**config.mk**
```make
export PLATFORM = sky130hd
export DESIGN_NAME = fir_out_buffer
export DESIGN_NICKNAME = d
export VERILOG_FILES = /design/src/rtl/fir_out_buffer.sv
export SDC_FILE = /design/constraint.sdc
export NUM_CORES = 1
export LEC_CHECK = 0
export ABC_AREA = 1
export CORE_ASPECT_RATIO = 1.5
export CORE_MARGIN = 4
export CORE_UTILIZATION = 50
export DETAILED_ROUTE_END_ITERATION = 12
export GPL_TIMING_DRIVEN = 0
export PLACE_DENSITY_LB_ADDON = 0.12
export SYNTH_ARGS = -nofsm -noshare
export SYNTH_HDL_FRONTEND = slang
export SYNTH_SLANG_ARGS = --single-unit
```
**constraint.sdc**
```tcl
create_clock -name iClk_12M -period 4 [get_ports iClk_12M]
set_clock_uncertainty 0.05 [all_clocks]
set_input_delay 0.8 -clock iClk_12M [delete_from_list [all_inputs] [get_ports iClk_12M]]
set_output_delay 0.8 -clock iClk_12M [all_outputs]
set_load 0.02 [all_outputs]
```
**src/rtl/fir_out_buffer.sv**
```systemverilog
// Output buffer for the FIR stage: captures the saturated FIR result one cycle
// after each qualified sample strobe into a FWFT FIFO and tracks clip/loss status.
module fir_out_buffer #(
    parameter int DEPTH = 8,
    parameter int CNT_W = 8
) (
    input  logic                      iClk_12M,
    input  logic                      iRsn,
    input  logic                      iEnSample_300k,
    input  logic                      iEnDelay,
    input  logic signed [15:0]        iFirOut,
    input  logic                      iClrStat,
    output logic                      oValid,
    output logic signed [15:0]        oData,
    input  logic                      iReady,
    output logic [$clog2(DEPTH):0]    oLevel,
    output logic                      oOverflow,
    output logic [CNT_W-1:0]          oClipCnt
);

    localparam int AW = $clog2(DEPTH);
    localparam int PW = AW + 1;

    // Stream handshake: oValid/oData present the FIFO head; a transfer happens on
    // every rising edge with oValid & iReady, and oData holds while oValid & !iReady.

    logic                     stb_q;
    logic                     stb_d;
    logic [PW-1:0]            wptr_q;
    logic [PW-1:0]            wptr_d;
    logic [PW-1:0]            rptr_q;
    logic [PW-1:0]            rptr_d;
    logic                     ovf_q;
    logic                     ovf_d;
    logic [CNT_W-1:0]         clip_q;
    logic [CNT_W-1:0]         clip_d;
    logic signed [15:0]       mem_q [DEPTH];

    logic                     empty;
    logic                     full;
    logic                     wr;
    logic                     rd;
    logic                     wr_ok;
    logic                     drop;
    logic                     is_clip;

    assign empty = (wptr_q == rptr_q);
    assign full  = (wptr_q[AW] != rptr_q[AW]) &&
                   (wptr_q[AW-1:0] == rptr_q[AW-1:0]);

    assign wr    = stb_q;
    assign rd    = oValid & iReady;
    // A full FIFO still accepts the write when the head leaves in the same cycle.
    assign wr_ok = wr & (~full | rd);
    assign drop  = wr & full & ~rd;

    assign is_clip = wr & ((iFirOut == 16'sh7FFF) || (iFirOut == -16'sh8000));

    always_comb begin
        stb_d  = iEnSample_300k & iEnDelay;
        wptr_d = wptr_q + PW'(wr_ok);
        rptr_d = rptr_q + PW'(rd);
        ovf_d  = ovf_q;
        clip_d = clip_q;
        if (iClrStat) begin
            ovf_d  = 1'b0;
            clip_d = '0;
        end else begin
            if (drop) begin
                ovf_d = 1'b1;
            end
            if (is_clip && (clip_q != {CNT_W{1'b1}})) begin
                clip_d = clip_q + CNT_W'(1);
            end
        end
    end

    always_ff @(posedge iClk_12M or negedge iRsn) begin
        if (!iRsn) begin
            stb_q  <= 1'b0;
            wptr_q <= '0;
            rptr_q <= '0;
            ovf_q  <= 1'b0;
            clip_q <= '0;
        end else begin
            stb_q  <= stb_d;
            wptr_q <= wptr_d;
            rptr_q <= rptr_d;
            ovf_q  <= ovf_d;
            clip_q <= clip_d;
        end
    end

    // Sample storage carries no reset; only the pointers define what is valid.
    always_ff @(posedge iClk_12M) begin
        if (wr_ok) begin
            mem_q[wptr_q[AW-1:0]] <= iFirOut;
        end
    end

    assign oValid    = ~empty;
    assign oData     = mem_q[rptr_q[AW-1:0]];
    assign oLevel    = wptr_q - rptr_q;
    assign oOverflow = ovf_q;
    assign oClipCnt  = clip_q;

endmodule

```
==> run metrics <==
status=finished, final reports clean; number of design-rule violations left by the first detailed-router iteration=approximately 260; DRC violations left=0; sequential cell area fraction in the yosys report=70.2%; Async SR Flop Fraction=about an eighth; worst slack, placed=0.488 ns; number of port buffers=50; floorplan core area=12,000 um^2; Achievable Freq=about 260 MHz; worst-case hold slack=roughly 0.46 ns; Yosys warning count=0; power density relative to cell area=781 nW/um^2; Critical Path Slowest Stage Cell=clkdlybuf4s50_1; slowest stage delay, CP=approximately 0.63 ns; fraction of final layout cells sized beyond drive strength 1=between 10% and 20%; CP max FO=10; Worst-Skew Late Latency=0.42 ns; initial cell density of the core=around half; Worst Max-Slew Pin Slew=between 0.8 and 0.9 ns; Sw Share=a little over a third; gate count after technology mapping=~530; routability cong.=~0.80; TritonCTS Buffers=17; area share of the largest cell type after synthesis=between 60 and 70%; worst-path cell chain=inv_2 -> clkbuf_1 -> ha_1 -> nand2_1 -> o21ai_0 -> xnor2_1 -> clkdlybuf4s50_1; minimum setup slack in the final design=between 0.15 and 0.2 ns; top post-synthesis cells by area=edfxtp_1 63%, dfrtp_1 7.4%, nor2_1 5.9%; data arrival time of the critical path=around 3 ns; largest net degree at the start of global routing=19; total of endpoints with negative setup slack in the final report=0; total net switching power=2150 uW; total leakage power=approximately 0.0028 uW; WL/cell=slightly below 20 um; GRT overflow=0; clock slew at reported path FFs=roughly 0.060 ns; part of the cycle the worst path needs=a little over nine tenths; register bit total from synthesis=146; die extent in y=around 140 um; TritonCTS clock tree=yes; number of violations of the max-capacitance limit=0; crit path launch=rptr_q[1]$_DFF_PN0_; Layout Nets=634; Worst Hold Launch=rptr_q[3]$_DFF_PN0_; antenna violations before repair=0; hold violation count in the final report=0; Synth-to-Final Area Change=24.0%; total global-route track usage=22.2%; number of global-route vias before repair=roughly 4,300; cell chosen for the clock root=clkbuf_16; kind of launch point of the worst setup path=flip-flop; count of antenna-violating nets left after detailed routing=0; cell area after synthesis=slightly above 6000 um^2; via count=between 4,000 and 5,000; number of sinks handled by clock tree synthesis=roughly 150; combinational cell fraction of total power=between 30 and 40%; Final Total Pwr=roughly 5900 uW; first-pass detailed-route iteration total=7; DIE AREA=14,100 um^2; Post-Syn Nets=between 500 and 600; startpoint of the lowest-slack register-to-register path=rptr_q[1]$_DFF_PN0_; buffers from clock root to sink, at most=2; unrepaired setup endpoints after global routing=no; Min-Delay Path Class=flip-flop to flip-flop; cell type with the highest aggregate area in the netlist=edfxtp_1; part of the total power dissipated in the clock network=28.9%; class of the most critical setup path=flip-flop to primary output; number of synthesized flops with an enable pin=128; WL final=15,000 um; row count=slightly below 50; highest-count cells in the layout ignoring fill and taps=128 x edfxtp_1, 93 x nand2_1, 88 x nor2_1; unique cell type count in the Yosys netlist=29; Resized Gates After CTS=0; level count of the clock H-tree=4; global-route wire length before repair=23,300 um; mean area per synthesized cell=11.6 um^2; Internal=between 3000 and 4000 uW; max-slew violation total from the final report=0; Critical Path Sink Type=primary output; Main synth FF type=edfxtp_1; number of inserted filler cells in the final layout=942; half-perimeter wire length of the detailed placement result=~10,000 um; horizontal die dimension=98.3 um; Reg power frac=32.1%; peak ir drop on the vdd network=0.000733 V; quantity of hold-fixing buffers added after cts=0; average via count per standard cell=5.52; Final min period=about 3.8 ns; WP data required=3.15 ns; Worst slew margin=41.3%; most frequent standard cell in the layout excluding fill and tap cells=edfxtp_1; io pins=between 50 and 60; antenna diode count=0; post-CTS setup buffer count=0
==> synthesized netlist by cell type, types with 8 or more instances <==
master,number
clkbuf_1,12
buf_2,10
dfrtp_1,18
nor2_1,96
ha_1,8
o21ai_1,47
inv_1,18
nand2_1,93
edfxtp_1,128
o22ai_1,32
nand3_1,13
o21ai_0,18
==> path summary, 6_finish.rpt <==
path / endpoint / slack [ns] / cells past startpoint
worst max-delay path: oLevel[3] / 0.17 / 7
min in group asynchronous: oClipCnt[0]$_DFFE_PN0P_ / 0.83 / 1
worst max register to register: mem_q[3][6]$_DFFE_PP_ / 0.61 / 11
worst min-delay path: rptr_q[3]$_DFF_PN0_ / 0.46 / 1
worst min register to register: rptr_q[3]$_DFF_PN0_ / 0.46 / 1
max in group asynchronous: wptr_q[1]$_DFF_PN0_ / 2.53 / 1
==> per-layer routing <==
layer  track usage, %  vias up  share of wire [%]
met2             39.9      135                 53
met4             10.4        0                3.0
met5                0        -                  0
li1                 -     1997                  -
met3             4.42       29                4.8
met1             25.4     2078                 39
==> worst max-delay path: cells and delay by family, from the launching register on <==
family | cells | cell delay, ns
buffers and inverters | 3 | 1.31
DFF | 1 | 0.54
adders and majority gates | 1 | 0.36
xor gates and xnor gates | 1 | 0.16
AOI/OAI and AO/OA | 1 | 0.10
and+or+nand+nor | 1 | 0.08
==> final cells by class <==
cell class	instances	area, um^2	area share [%]
timing repair buffer	58	626	8.24
multi-input combinational	334	1640	21.7
sequential	146	4290	56.6
clock buffer	17	425	5.60
clock inverter	14	213	2.80
buffer	22	95.1	1.25
tap	153	191	2.52
inverter	24	104	1.37
==> state kept, by name, summed over array words and instances, names as in the netlist <==
signal,cells
stb_q,1
mem_q,128
wptr_q,4
rptr_q,4
oClipCnt,8
oOverflow,1
==> cells by family (layout without fill, tap and decap cells) <==
group / Yosys count / after routing / share of synthesized area [%]
AND/OR/NAND/NOR: 214 / 214 / 14.2
AO/OA/AOI/OAI: 102 / 102 / 9.04
adder cells (fa/ha/maj): 9 / 9 / 1.96
buffers and inverters: 47 / 135 / 3.31
flip-flops: 146 / 146 / 70.2
XOR/XNOR: 9 / 9 / 1.29
==> stage by stage <==
| step | cell area, um^2 | TNS (ns) | util, % | std cells |
|---|---|---|---|---|
| final | 7590 | 0 | 63.2 | 768 |
| after global routing | 7590 | 0 | 63.2 | 768 |
| after CTS | 7600 | 0 | 63.2 | 769 |
| after detailed placement | 6960 | 0 | 57.9 | 738 |
| after global placement | 6810 | -9.91 | 56.7 | 730 |
| after floorplan | 6120 | 0 | - | 527 |
==> power by group through the flow <==
stage	clock network, uW	registers, uW	logic (uW)
final	1710	1900	2310
after global placement	0	1930	2230
after floorplan	0	1910	1340
after global routing	1810	1920	2510
after CTS	1720	1900	2330
after detailed placement	0	1930	2310
No activity file was read; power rests on OpenSTA's default activity.
==> variant 1, RTL diff (same flow settings) <==
Change the parameter `DEPTH` from 8 to 16.
--- a/src/rtl/fir_out_buffer.sv
+++ b/src/rtl/fir_out_buffer.sv
@@ -3,3 +3,3 @@
 module fir_out_buffer #(
-    parameter int DEPTH = 8,
+    parameter int DEPTH = 16,
     parameter int CNT_W = 8
Interface: changed (resized oLevel); port bits go from 52 to 53. The function was not compared with the original's and may differ.
==> variant 1 against the unedited design <==
- sequential cell count is 130 higher
- design area grew 80%
- worst setup slack lost 0.079 ns
- count of clock-buffer cells in the layout rose by 16
- wire length up 120%
- power grew 67%
- fmax shrank 2.0%
- synthesized area grew 92%
- critical endpoint is now oData[12]
==> variant 1: results (changes against the unedited design) <==
status=completed; GP Congestion=0.850 (+6.3%); Worst path top cell family by delay=buffers and inverters; largest net degree at the start of global routing=21 (+2); VDD IR max=906 uV (+24%); reg-to-reg setup timing slack=0.70 ns (+0.09 ns); Rel. slew slack=36.4% (-4.9 points); placed inst area=0.0129 mm2 (+86%); ranking of synthesized cells by area=edfxtp_1 (66%), nand3_1 (4.8%), inv_1 (4.8%); WHS=0.464 ns (+0.00152 ns); fin nets=1117 (+76%); Distinct cells, synth=28 (-3.4%); DRC marker count from the first detailed-route iteration=924 (+250%); Via Count=7947 (+87%); vias in the first global route=7846 (+82%); leakage power=5.18 nW (+87%); sw frac=39.3% (+3.0 points); CTS Buf Count=25 (+8); total wire length=32700 um (+120%); first-pass GRT wire length=49000 um (+110%); flip-flop count of the largest register after layout=256 (+100%); crit path from=rptr_q[0]$_DFF_PN0_; Bufs on Longest Clock Path=3 (+1); post-synthesis xor/xnor area fraction=0.960% (-0.33 points); port bufs=51 (+2.0%); Critical Path Sink=oData[12]; Post-synth EDFFs=256 (+100%); initial antenna violation count=0 (unchanged); post-synthesis net count=1023 (+83%); R2R depth=10 (-1); Worst Path Max Fanout=10 (unchanged); first-pass detailed-route iteration total=6 (-1); worst r2r dst=mem_q[15][0]$_DFFE_PP_; synth cell count leaders=edfxtp_1 (256), inv_1 (149), nand2_1 (126); crit path DAT=3.06 ns (+0.08 ns); sequential share of the synthesized area=69.8% (-0.32 points); share of layout cells above drive strength 1=10.1% (-1.2 points); Post-DP HPWL=22200 um (+120%); Async S/R FF share, synth=7.25% (-5.1 points); H-tree depth=1 (-3); Synth Area in Compound Gates=9.95% (+0.91 points); worst r2r src=rptr_q[2]$_DFF_PN0_; Total GRT Usage=25.4% (+3.2 points)
-- variant 1: changes by cell type after synthesis, sizes merged, moves of 2 or more --
cell,before,now
o22ai,32,0
xor2,5,8
buf,11,44
clkbuf,12,9
inv,22,149
nor2,98,41
nand2,98,127
a21oi,4,68
nand3,14,114
dfrtp,18,20
edfxtp,128,256
nand4,1,3
o211ai,0,64
-- variant 1: how the worst min path moves through the flow --
stage / from / to / cells past startpoint
2_1_floorplan: iRsn / oClipCnt[0]$_DFFE_PN0P_ / 0
3_3_place_gp: oOverflow$_DFFE_PN0P_ / oOverflow$_DFFE_PN0P_ / 2
3_5_place_dp: oOverflow$_DFFE_PN0P_ / oOverflow$_DFFE_PN0P_ / 2
4_1_cts: oOverflow$_DFFE_PN0P_ / oOverflow$_DFFE_PN0P_ / 2
5_1_grt: oOverflow$_DFFE_PN0P_ / oOverflow$_DFFE_PN0P_ / 2
6_report: oOverflow$_DFFE_PN0P_ / oOverflow$_DFFE_PN0P_ / 2
-- variant 1: worst reg2reg max path, stage by stage (launching register included) --
cell	delay [ns]
dfrtp_1	0.35
buf_2	0.19
inv_1	0.21
clkbuf_4	0.30
ha_1	0.32
nand4_1	0.13
nor3_1	0.10
nor2_2	0.22
nand3_1	0.27
nor2_2	0.62
buf_8	0.24
-- variant 1: layout make-up --
cell class                 count  area [um2]
clock buffer                  33         666
timing repair buffer          67         751
sequential                   276        8190
clock inverter                13        88.8
buffer                        53         309
tap                          315         394
multi-input combinational    511        2710
inverter                     151         569
fill                        1873        9380
-- variant 1: cells by family after synthesis --
logic type | count (synthesis)
xor+xnor | 12
buf+inv | 204
simple gates | 289
compound gates | 200
fa+ha+maj | 10
flops | 276
-- variant 1: power by group through the flow --
stage               Combinational (W)  Sequential (W)  Clock [W]
floorplan                     0.00236         0.00350          0
finish                        0.00418         0.00347    0.00226
global placement              0.00406         0.00353          0
CTS                           0.00417         0.00347    0.00228
detailed placement            0.00414         0.00353          0
global route                  0.00452         0.00349    0.00241
-- variant 1: through the flow --
stage / instances / setup slack, ns
floorplan: 991 / 1.13
global placement: 1357 / -0.348
CTS: 1419 / 0.0448
detailed placement: 1373 / 0.356
finish: 1419 / 0.0948
global route: 1419 / 0.00108
-- variant 1: routing by layer --
layer | global-route usage, % | vias up | share of wire [%]
met5 | 0 | - | 0
met4 | 11.2 | 0 | 4.6
met3 | 3.14 | 76 | 6.2
met2 | 42.9 | 343 | 50
met1 | 33.1 | 3874 | 39
li1 | - | 3654 | -
-- variant 1: what timing repair did --
item	4_1_cts	5_1_grt
hold endpoints to repair	0	0
setup endpoints to repair	2	5
pin swaps	0	0
resized for setup	4	8
cloned	0	0
==> variant 2, RTL diff (same settings) <==
Made on the original files. Put one more register stage on the output `oClipCnt`, without a reset. The value now appears one clock later. The other outputs are not delayed to match.
--- a/src/rtl/fir_out_buffer.sv
+++ b/src/rtl/fir_out_buffer.sv
@@ -104,3 +104,5 @@
     assign oOverflow = ovf_q;
-    assign oClipCnt  = clip_q;
+    always_ff @(posedge iClk_12M) begin
+        oClipCnt <= clip_q;
+    end
 
Formal check against the unedited RTL: not equivalent (Yosys sat finds a counterexample within 4 cycles, from zero or initial values).
==> variant 2 against the unedited design <==
- power down 1.1%
- wire length down 2.0%
- sequential power up 5%
- global-route usage down 1.4 points
- worst hold slack worse by 0.071 ns
- sequential share of layout area up 1.6 points
- worst setup slack better by 0.0056 ns
- synthesized area up 2.6%
- core utilization down 0.10 points
- design area up 0.86%
- sequential cell count up 8
- final cell count up 0.78%
- critical path type unchanged
- critical endpoint unchanged
==> variant 2: results (changes against the unedited design) <==
status=completed; Rel. slew slack=32.9% (-8.5 points); DRC marker count from the first detailed-route iteration=305 (+16%); GP Congestion=0.798 (-0.13%); Synth Area in Compound Gates=8.80% (-0.23 points); Post-DP HPWL=9850 um (-2.0%); VDD IR max=852 uV (+16%); Main synth FF type=edfxtp_1; ranking of synthesized cells by area=edfxtp_1 (61%), dfrtp_1 (7.2%), nor2_1 (5.7%); sequential share of the synthesized area=70.9% (+0.76 points); post-synthesis net count=566 (+1.4%); first-pass detailed-route iteration total=5 (-2); post-synthesis xor/xnor area fraction=1.25% (-0.033 points); first-pass GRT wire length=22700 um (-2.6%); Total GRT Usage=20.9% (-1.4 points); met2 usage=36.0% (-4.0 points); crit path DAT=2.97 ns (about the same); CTS Buf Count=17 (unchanged); met3 Usage GRT=5.57% (+1.2 points); share of layout cells above drive strength 1=10.5% (-0.92 points); Synth top area share=61.2% (-1.6 points); Distinct cells, synth=30 (+3.4%); Via density=5.55 (+0.51%); fin nets=639 (+0.79%); Post-Synth Adder-Cell Area=1.91% (-0.050 points); Avg WL per Cell=19.0 um (-2.7%); vias in the first global route=4185 (-2.9%)
==> variant 2: layer usage <==
metal  up-vias  part of all wire [%]  routed length [um]
met4         0                   1.4                 211
li1       2023                     -                   -
met1      2106                    40                5820
met2       145                    54                7880
met3        20                   5.4                 798
met5         -                     0                   0
==> variant 2: power by group <==
group,switching (W),internal (W),total [W]
Combinational,0.00143,0.000856,0.00228
Sequential,0.0000890,0.00190,0.00199
Clock,0.000611,0.000977,0.00159
==> variant 2: cells by family after synthesis <==
family | count (synthesis)
fa+ha+maj | 9
simple gates | 214
flops | 154
xor+xnor | 9
compound gates | 102
buf+inv | 47
==> variant 2: cell type report <==
class | instances | area, um2
inverter | 24 | 104
clock buffer | 20 | 437
sequential | 154 | 4450
multi-input combinational | 334 | 1640
tap | 153 | 191
fill | 924 | 4480
timing repair buffer | 55 | 584
clock inverter | 12 | 150
buffer | 22 | 95.1
==> variant 2: metrics by stage <==
step	cells	power, W	setup slack, ns	util [%]	cell area (um2)
after detailed placement	743	0.00431	0.0792	58.3	7070
after global routing	774	0.00616	0.0519	63.1	7660
after CTS	774	0.00590	0.167	63.1	7650
after floorplan	535	0.00334	1.16	-	6280
after global placement	738	0.00424	-0.163	57.4	6970
final	774	0.00586	0.179	63.1	7660
==> variant 2: critical path, stage by stage (launching register included) <==
cell and delay (ns):
dfrtp_1 0.54, inv_2 0.16, clkbuf_1 0.53, ha_1 0.36, nand2_1 0.08, o21ai_0 0.10, xnor2_1 0.16, clkdlybuf4s50_1 0.63
==> variant 2: worst paths after layout <==
check,end,slack [ns],cells past startpoint
max in group asynchronous,clip_q[6]$_DFFE_PN0P_,2.52,1
hold reg to reg,oClipCnt[1]$_DFF_P_,0.39,0
hold / removal,oClipCnt[1]$_DFF_P_,0.39,0
setup reg to reg,mem_q[6][12]$_DFFE_PP_,0.52,11
min in group asynchronous,wptr_q[3]$_DFF_PN0_,0.84,1
setup / recovery,oLevel[3],0.18,7
